## config.mk

```make
export PLATFORM = sky130hd
export DESIGN_NAME = bpf_alu_flat
export DESIGN_NICKNAME = d
export VERILOG_FILES = /design/src/rtl/bpf_alu_if.sv /design/src/rtl/bpf_alu.sv /design/src/flat_wrapper.sv
export SDC_FILE = /design/constraint.sdc
export NUM_CORES = 2
export LEC_CHECK = 0
export CORE_MARGIN = 1
export CORE_UTILIZATION = 40
export CTS_CLUSTER_DIAMETER = 120
export DETAILED_ROUTE_END_ITERATION = 7
export MAX_ROUTING_LAYER = met4
export PLACE_DENSITY = 0.62
export SYNTH_ARGS = -nofsm -noshare
export SYNTH_HDL_FRONTEND = slang
export SYNTH_SLANG_ARGS = --single-unit
```

## constraint.sdc

```tcl
create_clock -name clk -period 11 [get_ports clk]
set_input_delay 1.1 -clock clk [delete_from_list [all_inputs] [get_ports clk]]
set_output_delay 1.1 -clock clk [all_outputs]
set_load 0.005 [all_outputs]
```

## src/rtl/bpf_alu_if.sv

```systemverilog
// bpf_alu_if -- operand/result bundle for the bpf_alu block.
//
// Handshake: the requester raises ALU_en for one or more cycles. A rising
// clock edge with ALU_en=1 and ALU_busy=0 starts an operation. Edges with
// ALU_busy=1 ignore ALU_en. Completion is signalled by ALU_vld, which is high
// for exactly one cycle while ALU_out carries the new result. ALU_out then
// holds that value until the next completion. There is no back-pressure on
// the result side.
//
// Signals:
//   A, X, imm    operands (accumulator, auxiliary register, immediate)
//   B_sel        B operand select: 0 = X, 1 = imm
//   ALU_sel      opcode
//   ALU_en       start request
//   ALU_out      result register
//   ALU_vld      one-cycle completion pulse
//   ALU_busy     multi-cycle operation in progress
//   ALU_flags    combinational compare flags of A against B
//   dbg_state    FSM state, exposed for observation (1 = divider running)
// Modports: master = requester side, slave = bpf_alu side.
interface bpf_alu_if;
  logic [31:0] A;
  logic [31:0] X;
  logic [31:0] imm;
  logic        B_sel;
  logic [3:0]  ALU_sel;
  logic        ALU_en;
  logic [31:0] ALU_out;
  logic        ALU_vld;
  logic        ALU_busy;
  logic [3:0]  ALU_flags;
  logic        dbg_state;

  modport master (
    output A, X, imm, B_sel, ALU_sel, ALU_en,
    input  ALU_out, ALU_vld, ALU_busy, ALU_flags, dbg_state
  );

  modport slave (
    input  A, X, imm, B_sel, ALU_sel, ALU_en,
    output ALU_out, ALU_vld, ALU_busy, ALU_flags, dbg_state
  );
endinterface

```

## src/rtl/bpf_alu.sv

```systemverilog
// bpf_alu -- BPF-style 32-bit ALU with an optional iterative divider.
//
// Opcodes: 0 ADD, 1 SUB, 2 MUL, 3 DIV, 4 OR, 5 AND, 6 LSH, 7 RSH, 8 NEG,
// 9 MOD, 10 XOR. Opcodes 11-15 return 0. All arithmetic is unsigned, mod 2^32.
// Single-cycle ops complete on the edge that samples ALU_en.
//
// Build option: define BPF_ALU_DIV_EN to build a restoring divider. With it,
// DIV/MOD by a non-zero B take 33 cycles (ALU_busy high for 32 of them). When
// it is undefined, DIV/MOD return 0 in one cycle and ALU_busy is tied low.
// In both builds, division by zero returns 0 in one cycle.
//
// Ports:
//   clk   clock, rising edge
//   rst   asynchronous active-high reset
//   bus   bpf_alu_if.slave (operands, opcode, start, result, status, flags)
module bpf_alu (
  input  logic     clk,
  input  logic     rst,
  bpf_alu_if.slave bus
);

  localparam logic [3:0] OP_ADD = 4'd0;
  localparam logic [3:0] OP_SUB = 4'd1;
  localparam logic [3:0] OP_MUL = 4'd2;
  localparam logic [3:0] OP_OR  = 4'd4;
  localparam logic [3:0] OP_AND = 4'd5;
  localparam logic [3:0] OP_LSH = 4'd6;
  localparam logic [3:0] OP_RSH = 4'd7;
  localparam logic [3:0] OP_NEG = 4'd8;
  localparam logic [3:0] OP_XOR = 4'd10;

  logic [31:0] b;
  logic [31:0] quick_res;
  logic [31:0] out_q, out_n;
  logic        vld_q, vld_n;

  assign b = bus.B_sel ? bus.imm : bus.X;

  assign bus.ALU_flags = {|(bus.A & b), bus.A >= b, bus.A > b, bus.A == b};
  assign bus.ALU_out   = out_q;
  assign bus.ALU_vld   = vld_q;

  // Result of every single-cycle opcode. DIV/MOD fall to the default, which
  // covers division by zero and the build without a divider.
  always_comb begin
    quick_res = '0;
    case (bus.ALU_sel)
      OP_ADD:  quick_res = bus.A + b;
      OP_SUB:  quick_res = bus.A - b;
      OP_MUL:  quick_res = bus.A * b;
      OP_OR:   quick_res = bus.A | b;
      OP_AND:  quick_res = bus.A & b;
      // Shift amounts of 32 or more flush the operand completely.
      OP_LSH:  quick_res = (|b[31:5]) ? '0 : (bus.A << b[4:0]);
      OP_RSH:  quick_res = (|b[31:5]) ? '0 : (bus.A >> b[4:0]);
      OP_NEG:  quick_res = (~bus.A) + 32'd1;
      OP_XOR:  quick_res = bus.A ^ b;
      default: quick_res = '0;
    endcase
  end

`ifdef BPF_ALU_DIV_EN

  localparam logic [3:0] OP_DIV = 4'd3;
  localparam logic [3:0] OP_MOD = 4'd9;

  typedef enum logic [0:0] {IDLE, DIV_RUN} state_t;

  state_t      state_q, state_n;
  logic [4:0]  cnt_q, cnt_n;
  logic [31:0] rem_q, rem_n;   // partial remainder
  logic [31:0] quo_q, quo_n;   // dividend shifting out, quotient shifting in
  logic [31:0] dvs_q, dvs_n;   // captured divisor
  logic        mod_q, mod_n;   // 1 = return remainder
  logic [32:0] shifted;
  logic        qbit;
  logic [31:0] step_rem;
  logic [31:0] step_quo;
  logic        div_op;

  assign div_op = (bus.ALU_sel == OP_DIV) || (bus.ALU_sel == OP_MOD);

  // One restoring step: bring the next dividend bit into the remainder and
  // subtract the divisor when it fits. The difference is below the divisor,
  // so its low 32 bits are exact.
  assign shifted  = {rem_q, quo_q[31]};
  assign qbit     = (shifted >= {1'b0, dvs_q});
  assign step_rem = qbit ? (shifted[31:0] - dvs_q) : shifted[31:0];
  assign step_quo = {quo_q[30:0], qbit};

  assign bus.ALU_busy  = (state_q == DIV_RUN);
  assign bus.dbg_state = (state_q == DIV_RUN);

  always_ff @(posedge clk or posedge rst) begin
    if (rst) begin
      state_q <= IDLE;
      cnt_q   <= '0;
      rem_q   <= '0;
      quo_q   <= '0;
      dvs_q   <= '0;
      mod_q   <= 1'b0;
      out_q   <= '0;
      vld_q   <= 1'b0;
    end else begin
      state_q <= state_n;
      cnt_q   <= cnt_n;
      rem_q   <= rem_n;
      quo_q   <= quo_n;
      dvs_q   <= dvs_n;
      mod_q   <= mod_n;
      out_q   <= out_n;
      vld_q   <= vld_n;
    end
  end

  always_comb begin
    state_n = state_q;
    cnt_n   = cnt_q;
    rem_n   = rem_q;
    quo_n   = quo_q;
    dvs_n   = dvs_q;
    mod_n   = mod_q;
    out_n   = out_q;
    vld_n   = 1'b0;
    case (state_q)
      IDLE: begin
        if (bus.ALU_en) begin
          if (div_op && (b != 32'd0)) begin
            state_n = DIV_RUN;
            cnt_n   = 5'd31;
            rem_n   = '0;
            quo_n   = bus.A;
            dvs_n   = b;
            mod_n   = (bus.ALU_sel == OP_MOD);
          end else begin
            out_n = quick_res;
            vld_n = 1'b1;
          end
        end
      end
      DIV_RUN: begin
        // ALU_en is deliberately not looked at here.
        rem_n = step_rem;
        quo_n = step_quo;
        cnt_n = cnt_q - 5'd1;
        if (cnt_q == 5'd0) begin
          state_n = IDLE;
          cnt_n   = '0;
          out_n   = mod_q ? step_rem : step_quo;
          vld_n   = 1'b1;
        end
      end
      default: state_n = IDLE;
    endcase
  end

`else

  assign bus.ALU_busy  = 1'b0;
  assign bus.dbg_state = 1'b0;

  always_ff @(posedge clk or posedge rst) begin
    if (rst) begin
      out_q <= '0;
      vld_q <= 1'b0;
    end else begin
      out_q <= out_n;
      vld_q <= vld_n;
    end
  end

  always_comb begin
    out_n = out_q;
    vld_n = 1'b0;
    if (bus.ALU_en) begin
      out_n = quick_res;
      vld_n = 1'b1;
    end
  end

`endif

endmodule
```

## src/flat_wrapper.sv

```systemverilog
// flat-port wrapper written by rule: the top's interface ports become plain ports
module bpf_alu_flat 
  (clk, rst, bus_A, bus_X, bus_imm, bus_B_sel, bus_ALU_sel, bus_ALU_en, bus_ALU_out, bus_ALU_vld, bus_ALU_busy, bus_ALU_flags, bus_dbg_state);
  bpf_alu_if bus_i ();
  input  logic clk;
  input  logic rst;
  input wire logic [$bits(bus_i.A)-1:0] bus_A;
  input wire logic [$bits(bus_i.X)-1:0] bus_X;
  input wire logic [$bits(bus_i.imm)-1:0] bus_imm;
  input wire logic [$bits(bus_i.B_sel)-1:0] bus_B_sel;
  input wire logic [$bits(bus_i.ALU_sel)-1:0] bus_ALU_sel;
  input wire logic [$bits(bus_i.ALU_en)-1:0] bus_ALU_en;
  output wire logic [$bits(bus_i.ALU_out)-1:0] bus_ALU_out;
  output wire logic [$bits(bus_i.ALU_vld)-1:0] bus_ALU_vld;
  output wire logic [$bits(bus_i.ALU_busy)-1:0] bus_ALU_busy;
  output wire logic [$bits(bus_i.ALU_flags)-1:0] bus_ALU_flags;
  output wire logic [$bits(bus_i.dbg_state)-1:0] bus_dbg_state;
  assign bus_i.A = bus_A;
  assign bus_i.X = bus_X;
  assign bus_i.imm = bus_imm;
  assign bus_i.B_sel = bus_B_sel;
  assign bus_i.ALU_sel = bus_ALU_sel;
  assign bus_i.ALU_en = bus_ALU_en;
  assign bus_ALU_out = bus_i.ALU_out;
  assign bus_ALU_vld = bus_i.ALU_vld;
  assign bus_ALU_busy = bus_i.ALU_busy;
  assign bus_ALU_flags = bus_i.ALU_flags;
  assign bus_dbg_state = bus_i.dbg_state;
  bpf_alu u_core (.clk(clk), .rst(rst), .bus(bus_i));
endmodule
```

Word-level counts from Yosys, hierarchy flattened:

Index checks and enable logic that the tools add are counted.

* register bits after elaboration: 33
* input port bits: 104
* output and inout bits: 39
* word-level logic and storage cells: 31

* add/subtract/negate cells: 3
* multipliers: 1
* $lt $le $gt $ge: 2
* eq/ne operators: 9
* shift operators: 2
* muxes and demuxes: 5
* bitwise operators: 4
* reductions and logical operators: 3

Operators with widths (count)
* one-hot mux 32 bit (9 select lines): 1
* two-way mux 32 bit: 3
* adder 32 x 1 -> 32 bit, second input constant: 1
* adder 32 bit: 1
* AND 32 bit: 1
* == test 32 bit: 1
* >= comparator 32 bit: 1
* > comparator 32 bit: 1
* multiplier 32 x 32 -> 32 bit: 1
* inverter 32 bit: 1
* bitwise OR 32 bit: 1
* OR reduction 32 bit: 1
* << shifter 32 x 5 -> 32 bit: 1
* right shift 32 x 5 -> 32 bit: 1
* subtractor 32 bit: 1
* XOR 32 bit: 1
* OR reduction 27 bit: 1
* == test 4 x 3 -> 1 bit, second input constant: 4
* == test 4 bit, second input constant: 2
* == test 4 x 1 -> 1 bit, second input constant: 1
* == test 4 x 2 -> 1 bit, second input constant: 1
* zero test 4 bit: 1
* two-way mux 1 bit: 1

Longest topological paths before layout:

* word-level depth: 4
* mapped depth: 33
* gate-level depth less buffers: 28

Worst setup path after synthesis:

No wires, ideal clock.

* kind: input to register
* start point: input port bus_B_sel
* end point: register u_core.out_q[28] (netlist: u_core.bus.ALU_out[28])
* arrival time: 9.041 ns
* slack: 1.838 ns
* stages on the path: 30
* buffers on the path: 5
* path through: buf_6 buf_4 mux2i_2 clkbuf_1 clkbuf_1 buf_1 nor2_1 fa_1 inv_1 fa_1 fa_1 fa_1 inv_1 fa_1 inv_1 fa_1 inv_1 fa_1 fa_1 ha_1 a21o_1 a221o_1 a21o_1 a21oi_1 o211a_1 o21ai_0 xor2_1 a221oi_2 o31ai_1 a22o_1

* word-level cells in the longest chain between the ends: 4
* elaborated cells on any way between the ends: 13
* those cells by class: 2 x add/sub; 1 x mul; 2 x shift; 4 x mux; 3 x bitwise; 1 x reduce/logical

RTL lines
* start: declaration: line flat_wrapper.sv:10 `input wire logic [$bits(bus_i.B_sel)-1:0] bus_B_sel;`
* two-way mux 32 bit (*): line bpf_alu.sv:37 `assign b = bus.B_sel ? bus.imm : bus.X;`
* parallel branches: the longest is 2 deep, another holds multiplier 32 x 32 -> 32 bit
* one-hot mux 32 bit (9 select lines) (*): line bpf_alu.sv:47 `case (bus.ALU_sel)`
* end signal: assignment: line bpf_alu.sv:167 `out_q <= out_n;`
* end: declaration: line bpf_alu.sv:34 `logic [31:0] out_q, out_n;`

Mark *: on every way between the ends.
A chain may end at the register's enable or synchronous reset.

Final worst setup path:

* start point: input port bus_B_sel
* end point: register u_core.out_q[31] (netlist: u_core.bus.ALU_out[31])

Same word-level chain as after synthesis.

==> flow_summary.json <==
{
  "core_mm2": 0.06331,
  "hp-start": "u_core.bus.ALU_out[8]$_DFFE_PP0P_",
  "path_clk_slew_ns": 0.07,
  "drive_above_1_share": 0.06258,
  "start_util": 0.4061,
  "post-route-min-period_ns": 9.651,
  "cts_root_buffer": "clkbuf_16",
  "post_cts_buffers": 0,
  "ios": 143,
  "dieArea_mm2": 0.06530,
  "start_kind": "input pin",
  "syn_avg_cell_area_um2": 8.018,
  "tns_ns": 0,
  "via_per_inst": 6.234,
  "vias": 25524,
  "slew_headroom": 0.1939,
  "crit_buf_inv": 6,
  "wire_per_inst_um": 29.10,
  "dp_slack_ns": 1.199,
  "reg2reg_to": "u_core.bus.ALU_out[29]$_DFFE_PP0P_",
  "fin_nets": 3978,
  "min-delay-path-class": "reg -> reg",
  "ys_types": 83,
  "syn_inst": 3207,
  "hpwlAfterDp_mm": 93.14,
  "skew_ns": 0,
  "synthToLayoutAreaGrowth_pct": 10.39,
  "critPathSlowestCell": "mux2i_4",
  "cp_common_cell": "fa_1",
  "die_width_um": 255.5,
  "port_buffers": 140,
  "worst_setup_path_end_kind": "flip-flop",
  "drc": 0,
  "ys_warn_count": 0,
  "final_hold_viol_count": 0,
  "grt_pass1_vias": 25283,
  "yosys.area.top_type": "fa_1",
  "clock_latency_ns": 0.28,
  "synth_area_mm2": 0.02571,
  "netlist_top_cells_area": "fa_1 (32%), ha_1 (11%), nor2_1 (7.1%)",
  "rsz0062_at_grt": "no",
  "cts_tree": "yes",
  "crit_type": "in -> reg",
  "async_flop_share": 1.000,
  "clock_path_buffers": 2,
  "postRouteAntennaNets": 0,
  "required_ns": 11.21,
  "cp_max_fo": 22,
  "cts_resized": 0,
  "cts_max_level": 2,
  "cap_violations": 0,
  "synth-edff-count": 0,
  "hold_path_depth": 1,
  "max_freq_ghz": 0.1036,
  "final_cell_mix": "nor2_1 (485), inv_1 (457), fa_1 (410)",
  "whs_endpoint": "u_core.bus.ALU_out[8]$_DFFE_PP0P_",
  "setup_viol": 0,
  "maxSlewViolCount": 0,
  "final_common_cell": "nor2_1",
  "r2r-start": "u_core.bus.ALU_out[29]$_DFFE_PP0P_",
  "synth_seq_area_share": 0.03212,
  "ys.flop_type": "dfrtp_1",
  "drt_iter0_drc": 3562,
  "cp_slowest_stage_delay_ns": 0.79,
  "outcome": "completed",
  "ys_ff_latch": 33,
  "totalWireLength_mm": 119.2,
  "fp-row-count": 92,
  "critPathTopFamily": "adder cells",
  "grt_pass1_wl_mm": 174.0,
  "grt_max_degree": 64,
  "layout_worst_path_cycle_share": 0.8773,
  "cp_data_arrival_time_ns": 9.86,
  "die_h_um": 255.5,
  "layout_setup_ws_ns": 1.349,
  "synth_top_area_share": 0.3192,
  "antenna_found_initial": 3,
  "gp_congestion": 1.050,
  "cts_hold_buf": 0,
  "gr-total-overflow": 0,
  "reg2regPathDepth": 6,
  "tightest_slew_ns": 1.179,
  "grtUsageTotal": 0.3714,
  "numCtsBuffers": 5,
  "cts_sinks": 33,
  "reg2reg_slack_ns": 9.13,
  "fillCellCount": 6401,
  "drt_first_pass_iters": 8
}
[cells in the mapped netlist, types with 13 or more instances]
library cell and number:
a211oi_1 36, a21o_1 30, a21oi_1 109, a221o_1 15, a221oi_1 42, a22oi_1 23, a31oi_1 20, buf_1 18
buf_2 22, clkbuf_1 165, dfrtp_1 33, fa_1 410, ha_1 221, inv_1 458, mux2i_1 84, mux4_2 36
nand2_1 295, nand2b_1 19, nand3_1 39, nor2_1 488, nor2b_1 23, nor3_1 47, nor4_1 25, o211ai_1 24
o21a_1 17, o21ai_0 131, o21bai_1 13, o221ai_1 14, o22ai_1 16, o2bb2ai_1 13, o31ai_1 18, or3_1 14
xnor2_1 96, xor2_1 21
[worst max-delay path by stage]
stage	startpoint	end	slack, ns	depth (start not counted)
after detailed placement	bus_B_sel	u_core.bus.ALU_out[31]$_DFFE_PP0P_	1.20	27
after CTS	bus_B_sel	u_core.bus.ALU_out[31]$_DFFE_PP0P_	1.45	27
after global routing	bus_B_sel	u_core.bus.ALU_out[31]$_DFFE_PP0P_	1.03	27
final	bus_B_sel	u_core.bus.ALU_out[31]$_DFFE_PP0P_	1.35	27
after floorplan	bus_B_sel	u_core.bus.ALU_out[28]$_DFFE_PP0P_	1.84	30
after global placement	bus_B_sel	u_core.bus.ALU_out[29]$_DFFE_PP0P_	1.29	26
[metal layers]
| layer | track usage | part of all wire | vias to the layer above |
|---|---|---|---|
| met2 | 0.5319 | 0.42 | 1877 |
| li1 | - | - | 10679 |
| met4 | 0.1906 | 0.066 | 0 |
| met5 | - | 0 | - |
| met1 | 0.4841 | 0.38 | 12599 |
| met3 | 0.09200 | 0.13 | 369 |
[layout make-up]
cell class                      instances  area [um^2]  area share
Inverter                              472         1772     0.06241
Timing Repair Buffer                  245         2210     0.07784
Clock buffer                            7        142.6    0.005025
Tap cell                              846         1059     0.03729
Clock inverter                          1        30.03    0.001058
Sequential cell                        33        825.8     0.02909
Multi-Input combinational cell       2486        22340      0.7869
Antenna cell                            4        10.01   0.0003526
[registers in the layout, summed over array words and instances (netlist names)]
| name | flops |
|---|---|
| u_core.bus.ALU_vld | 1 |
| u_core.bus.ALU_out | 32 |
[cells by family (layout without fill, tap and decap cells)]
| kind of cell | Yosys count | count (layout) | share of synthesized area |
|---|---|---|---|
| simple gates | 1002 | 1002 | 0.1651 |
| buf+inv | 689 | 725 | 0.1038 |
| fa+ha+maj | 631 | 631 | 0.4267 |
| xor+xnor | 118 | 118 | 0.04073 |
| compound gates | 601 | 601 | 0.1604 |
| flops | 33 | 33 | 0.03212 |
| mux | 132 | 132 | 0.07099 |
| other cells | 1 | 6 | 0.0001458 |
[per-stage QoR]
step	area [um^2]	utilization	hold slack, ns	cells
after detailed placement	28200	0.4455	0.4765	4082
final	28390	0.4484	0.4910	4094
after CTS	28380	0.4482	0.4969	4090
after floorplan	25720	-	0.4784	3208
after global routing	28380	0.4482	0.5088	4091
after global placement	28200	0.4455	0.4741	4082
[worst register-to-register path, cell delays in order (launching register included)]
cell and delay (ns):
dfrtp_1 0.40, nor2b_1 0.18, a2111oi_0 0.50, o21ai_0 0.17
a21oi_1 0.23, o221a_2 0.22, a2bb2oi_1 0.06
Power is left out: the tool's default activity adds up to more than one toggle a clock period on the data nets, which glitch-free logic cannot reach.
